==> src/rtl/alarm_event_reporter.sv <==
// alarm_event_reporter
//
// Far-end companion to the sensor/buzzer alarm core. Watches the eight buzzer
// lines, turns every new activation (rising edge) into an event byte, queues
// the bytes in a small FIFO and sends each one as a UART-style frame on a
// single wire (start bit low, 8 data bits LSB first, stop bit high).
//
// Parameters
//   CLKS_PER_BIT  clock cycles per serial bit (>= 2)
//   FIFO_DEPTH    event FIFO entries (power of 2, >= 2)
//
// Ports
//   clk         system clock
//   rst_n       asynchronous reset, active-low (synchronous release expected)
//   ena         block enable; 0 blocks new event capture
//   buzz_in     buzzer lines from the alarm core, asynchronous to clk
//   tx_out      serial report line, idles high, registered
//   busy        1 while a frame is being transmitted
//   overflow    sticky: an event was dropped because the FIFO was full
//   fifo_level  queued events, not counting the frame in flight

module alarm_event_reporter #(
  parameter int unsigned CLKS_PER_BIT = 4,
  parameter int unsigned FIFO_DEPTH   = 4
) (
  input  logic                          clk,
  input  logic                          rst_n,
  input  logic                          ena,
  input  logic [7:0]                    buzz_in,
  output logic                          tx_out,
  output logic                          busy,
  output logic                          overflow,
  output logic [$clog2(FIFO_DEPTH):0]   fifo_level
);

  localparam int unsigned PtrW = $clog2(FIFO_DEPTH);
  localparam int unsigned LvlW = PtrW + 1;
  localparam int unsigned CntW = (CLKS_PER_BIT > 1) ? $clog2(CLKS_PER_BIT) : 1;

  localparam logic [CntW-1:0] CntLast = CntW'(CLKS_PER_BIT - 1);
  localparam logic [LvlW-1:0] LvlFull = LvlW'(FIFO_DEPTH);

  typedef enum logic [1:0] {
    StIdle,
    StStart,
    StData,
    StStop
  } state_e;

  // --------------------------------------------------------------------------
  // Input path: two-flop synchronizer plus an edge register
  // --------------------------------------------------------------------------
  logic [7:0] s1_q, s2_q, s3_q;
  logic [7:0] rise;

  always_ff @(posedge clk or negedge rst_n) begin
    if (!rst_n) begin
      s1_q <= '0;
      s2_q <= '0;
      s3_q <= '0;
    end else begin
      s1_q <= buzz_in;
      s2_q <= s1_q;
      // Keeps tracking while ena=0, so lines that rose while disabled are
      // already "seen" and never report later.
      s3_q <= s2_q;
    end
  end

  // Clearing s3 at reset makes a line held high across reset release look
  // like a fresh rise, which is intended.
  assign rise = s2_q & ~s3_q;

  // --------------------------------------------------------------------------
  // Event FIFO
  // --------------------------------------------------------------------------
  // Pointers carry one extra wrap bit so full and empty are distinguishable
  // and the level is a plain difference.
  logic [LvlW-1:0] wr_ptr_q, wr_ptr_d;
  logic [LvlW-1:0] rd_ptr_q, rd_ptr_d;
  logic [7:0]      mem_q [FIFO_DEPTH];
  logic [LvlW-1:0] level;
  logic            empty;
  logic            full;
  logic [7:0]      head;

  logic            push_req;
  logic            push;
  logic            pop;
  logic            ovf_q, ovf_d;

  assign level    = wr_ptr_q - rd_ptr_q;
  assign empty    = (level == '0);
  assign full     = (level == LvlFull);
  assign head     = mem_q[rd_ptr_q[PtrW-1:0]];

  assign push_req = ena && (rise != 8'h00);
  // A pop in the same cycle frees the head slot, so a push onto a full FIFO
  // is still accepted; the head is read before the write lands.
  assign push     = push_req && (!full || pop);

  always_comb begin
    wr_ptr_d = wr_ptr_q;
    rd_ptr_d = rd_ptr_q;
    ovf_d    = ovf_q;
    if (push) begin
      wr_ptr_d = wr_ptr_q + LvlW'(1);
    end
    if (pop) begin
      rd_ptr_d = rd_ptr_q + LvlW'(1);
    end
    if (push_req && full && !pop) begin
      ovf_d = 1'b1;
    end
  end

  always_ff @(posedge clk or negedge rst_n) begin
    if (!rst_n) begin
      wr_ptr_q <= '0;
      rd_ptr_q <= '0;
      ovf_q    <= 1'b0;
    end else begin
      wr_ptr_q <= wr_ptr_d;
      rd_ptr_q <= rd_ptr_d;
      ovf_q    <= ovf_d;
    end
  end

  // Storage needs no reset: emptiness is defined by the pointers alone.
  always_ff @(posedge clk) begin
    if (push) begin
      mem_q[wr_ptr_q[PtrW-1:0]] <= rise;
    end
  end

  // --------------------------------------------------------------------------
  // Transmitter FSM
  // --------------------------------------------------------------------------
  state_e          state_q, state_d;
  logic [CntW-1:0] cnt_q, cnt_d;
  logic [2:0]      bit_q, bit_d;
  logic [7:0]      shift_q, shift_d;
  logic            tx_q, tx_d;
  logic            cnt_last;

  assign cnt_last = (cnt_q == CntLast);

  // tx_d is the line level for the cycle the FSM is entering, so tx_q changes
  // on the same edge as the state and stays glitch-free.
  always_comb begin
    state_d = state_q;
    cnt_d   = cnt_q;
    bit_d   = bit_q;
    shift_d = shift_q;
    tx_d    = tx_q;
    pop     = 1'b0;

    case (state_q)
      StIdle: begin
        tx_d = 1'b1;
        if (!empty) begin
          pop     = 1'b1;
          shift_d = head;
          cnt_d   = '0;
          state_d = StStart;
          tx_d    = 1'b0;
        end
      end

      StStart: begin
        if (cnt_last) begin
          cnt_d   = '0;
          bit_d   = 3'd0;
          state_d = StData;
          tx_d    = shift_q[0];
        end else begin
          cnt_d = cnt_q + CntW'(1);
        end
      end

      StData: begin
        if (cnt_last) begin
          cnt_d = '0;
          if (bit_q == 3'd7) begin
            state_d = StStop;
            tx_d    = 1'b1;
          end else begin
            bit_d   = bit_q + 3'd1;
            shift_d = {1'b0, shift_q[7:1]};
            tx_d    = shift_q[1];
          end
        end else begin
          cnt_d = cnt_q + CntW'(1);
        end
      end

      StStop: begin
        tx_d = 1'b1;
        if (cnt_last) begin
          cnt_d   = '0;
          state_d = StIdle;
        end else begin
          cnt_d = cnt_q + CntW'(1);
        end
      end

      default: begin
        state_d = StIdle;
        cnt_d   = '0;
        tx_d    = 1'b1;
      end
    endcase
  end

  always_ff @(posedge clk or negedge rst_n) begin
    if (!rst_n) begin
      state_q <= StIdle;
      cnt_q   <= '0;
      bit_q   <= 3'd0;
      shift_q <= 8'h00;
      tx_q    <= 1'b1;
    end else begin
      state_q <= state_d;
      cnt_q   <= cnt_d;
      bit_q   <= bit_d;
      shift_q <= shift_d;
      tx_q    <= tx_d;
    end
  end

  // --------------------------------------------------------------------------
  // Outputs
  // --------------------------------------------------------------------------
  assign tx_out     = tx_q;
  assign busy       = (state_q != StIdle);
  assign overflow   = ovf_q;
  assign fifo_level = level;

endmodule
==> config.mk <==
export PLATFORM = sky130hd
export DESIGN_NAME = alarm_event_reporter
export DESIGN_NICKNAME = d
export VERILOG_FILES = /design/src/rtl/alarm_event_reporter.sv
export SDC_FILE = /design/constraint.sdc
export NUM_CORES = 1
export LEC_CHECK = 0
export CAP_MARGIN = 20
export CORE_MARGIN = 4
export CORE_UTILIZATION = 58
export DETAILED_ROUTE_END_ITERATION = 8
export PLACE_DENSITY = 0.88
export SYNTH_ARGS = -nofsm -noshare
export SYNTH_HDL_FRONTEND = slang
export SYNTH_SLANG_ARGS = --single-unit
export TNS_END_PERCENT = 5
==> constraint.sdc <==
create_clock -name clk -period 3.23 [get_ports clk]
set_input_delay 0.646 -clock clk [delete_from_list [all_inputs] [get_ports clk]]
set_output_delay 0.646 -clock clk [all_outputs]
set_load 0.01 [all_outputs]
==> results.ini <==
[setup_path]
critPathCaptureType = output port
start_kind = flop
arrival_ns = 2.34
crit_fanout = 5
crit_required_ns = 2.58
path_class = reg -> out
reg2reg_slack_ns = 0.62

[placed_design]
hpwlAfterDp_mm = 3.52
routabilityCongestion = 0.762
io_buffers = 16
place_area_sq_mm = 0.00339

[floorplan]
start_util_pct = 61.1
design.core.area_sq_mm = 0.00520
rows = 26
die_w_microns = 82.0
die_h_microns = 82.0
ioPinCount = 17
fp.dieArea_sq_mm = 0.00673

[timing]
fmax_mhz = 335
tns_ns = 0
grt_setup_unrepaired = false
slew_viol_final = 0
finClkSkew_ns = 0.0128
relSlewSlack_pct = 49.6
fin_crit_sh_pct = 92.4
tightest_slew_ns = 0.757
setup_viol = 0
fin_crit_ns = 2.99
hold_viol_final = 0

[detailed_routing]
num_vias = 1622
avgRoutedWirePerCell_microns = 16.4
drt-initial-drc-count = 97
postRouteAntennaNets = 0
first_pass_iters = 4
post_drt_via_cell_ratio = 5.44
wirelength_mm = 4.90
drc_errors = 0

[global_route]
grt_use_total_pct = 17.3
grt_max_degree = 48
grt_pass1_vias = 1684
grt.overflow.total = 0
grt_pass1_wl_mm = 8.33
antenna_found_initial = 0

[cts]
cts_setup_buffers = 0
cts_resized = 0
h-tree-depth = 3
cts_max_path_buffers = 2
cts_buffers = 9
cts_tree = built
postCtsHoldBufs = 0
path_clk_slew_ns = 0.08
worstSkewPairLatency_ns = 0.34
root_buffer = clkbuf_8
cts_num_sinks = 79

[layout]
drive_gt1_share_pct = 16.2
fin_util_pct = 69.2
layout_common_cells = dfrtp_1, edfxtp_1, clkdlybuf4s50_1, ha_1, nand2_1
diodes = 0
areaGrowthSynthToFinish_pct = 13.3
nNetsFinal = 248
fillers = 327
final_common_cell = dfrtp_1
design_area_sq_mm = 0.00360

[job]
cap_violations = 0

[pwr]
max-vdd-ir-drop_v = 0.000573
p_leak_nw = 1.43
power.density_mw_per_mm2 = 985

[logic_synthesis]
netlist-cell-type-count = 40
netlist_top_cells_area = dfrtp_1, edfxtp_1, mux4_2
yosysWarnings = 0
ys_seq_area_share_pct = 67.3
yosysTopAreaCell = dfrtp_1
postSynthCellCount = 200
synth_fp_nets = 225
avgSynthCellArea_sq_um = 15.9
syn-cell-area_sq_mm = 0.00318
yosys.area.top_type_share_pct = 36.2
ys_seq_elements = 79

[run_status]
status = complete, no violations

[hold_path]
hp-class = in -> async

## cell type report
cell class / count / area, sq um / area share, %
flip-flops and latches: 79 / 2140 / 59.4
multi-input cells: 106 / 967 / 26.8
repair buffers: 19 / 190 / 5.28
clock buffers: 10 / 128 / 3.54
well taps: 70 / 87.6 / 2.43
clock inverters: 6 / 61.3 / 1.70
inverters: 8 / 30.0 / 0.834
## state kept, by name, indices dropped and copies added (netlist names)
name      count
state_q       2
mem_q        32
rd_ptr_q      3
s1_q          8
overflow      1
s2_q          8
tx_out        1
wr_ptr_q      3
shift_q       8
cnt_q         2
s3_q          8
bit_q         3
## worst max-delay path: stages (launching register included)
cell and delay, ns:
dfrtp_1 0.39, inv_1 0.11, ha_1 0.22, fa_1 0.42, xor3_2 0.30, clkdlybuf4s50_1 0.55
## cells in the mapped netlist (all sizes together)
master  number
a21oi        1
or2          1
inv          8
xnor2        3
and2         3
o21ai       14
nor2b        9
mux4         8
dfstp        1
nand2       11
o32a         1
xor2         1
a21o         1
mux2         3
buf          4
o211ai       2
or4          2
a22o         7
nand3b       1
mux2i        8
o22a         1
dfrtp       46
a211oi       2
clkbuf       3
ha          13
edfxtp      32
nor2         7
xor3         1
nor3b        2
o31ai        1
nor3         2
fa           1
## cells by family (layout without fill, tap and decap cells)
family | count (synthesis) | in the layout | synth area share, %
and+or+nand+nor | 38 | 38 | 6.89
adders and majority gates | 14 | 14 | 5.75
xor gates and xnor gates | 5 | 5 | 1.89
buffers and inverters | 15 | 43 | 2.32
muxes | 19 | 19 | 9.37
DFF | 79 | 79 | 67.3
AOI/OAI and AO/OA | 30 | 30 | 6.53
## path summary, 6_finish.rpt
path                                         start                     end  cells after the start
setup / recovery           wr_ptr_q[0]$_DFFE_PN0P_           fifo_level[2]                      5
hold / removal                               rst_n  shift_q[5]$_DFFE_PN0P_                      1
setup reg to reg           wr_ptr_q[0]$_DFFE_PN0P_   mem_q[0][4]$_DFFE_PP_                      7
hold reg to reg                  s1_q[5]$_DFF_PN0_       s2_q[5]$_DFF_PN0_                      0
max in group asynchronous                    rst_n      tx_out$_DFFE_PN1P_                      2
min in group clk                 s1_q[5]$_DFF_PN0_       s2_q[5]$_DFF_PN0_                      0
## metrics by stage
stage	std cells	hold WS [ns]	setup WS, ns	power, mW
after floorplan	200	0.331	0.844	2.50
after global placement	281	0.332	0.659	2.80
after detailed placement	281	0.337	0.613	2.89
after CTS	297	0.362	0.229	3.58
after global routing	298	0.116	0.139	3.81
final	298	0.129	0.244	3.55
## metal layers
| metal | wire (microns) | global-route usage (%) |
|---|---|---|
| met5 | 0 | 0 |
| met4 | 91 | 7.48 |
| met3 | 192 | 4.93 |
| met2 | 2480 | 27.6 |
| met1 | 2140 | 22.1 |
## power breakdown
| part | total, mW | internal, mW | leakage, nW | switching (mW) |
|---|---|---|---|---|
| Sequential | 1.46 | 1.31 | 0.847 | 0.148 |
| Combinational | 1.39 | 0.696 | 0.502 | 0.698 |
| Clock | 0.693 | 0.353 | 0.0859 | 0.340 |
No activity file was read; power rests on OpenSTA's default activity.
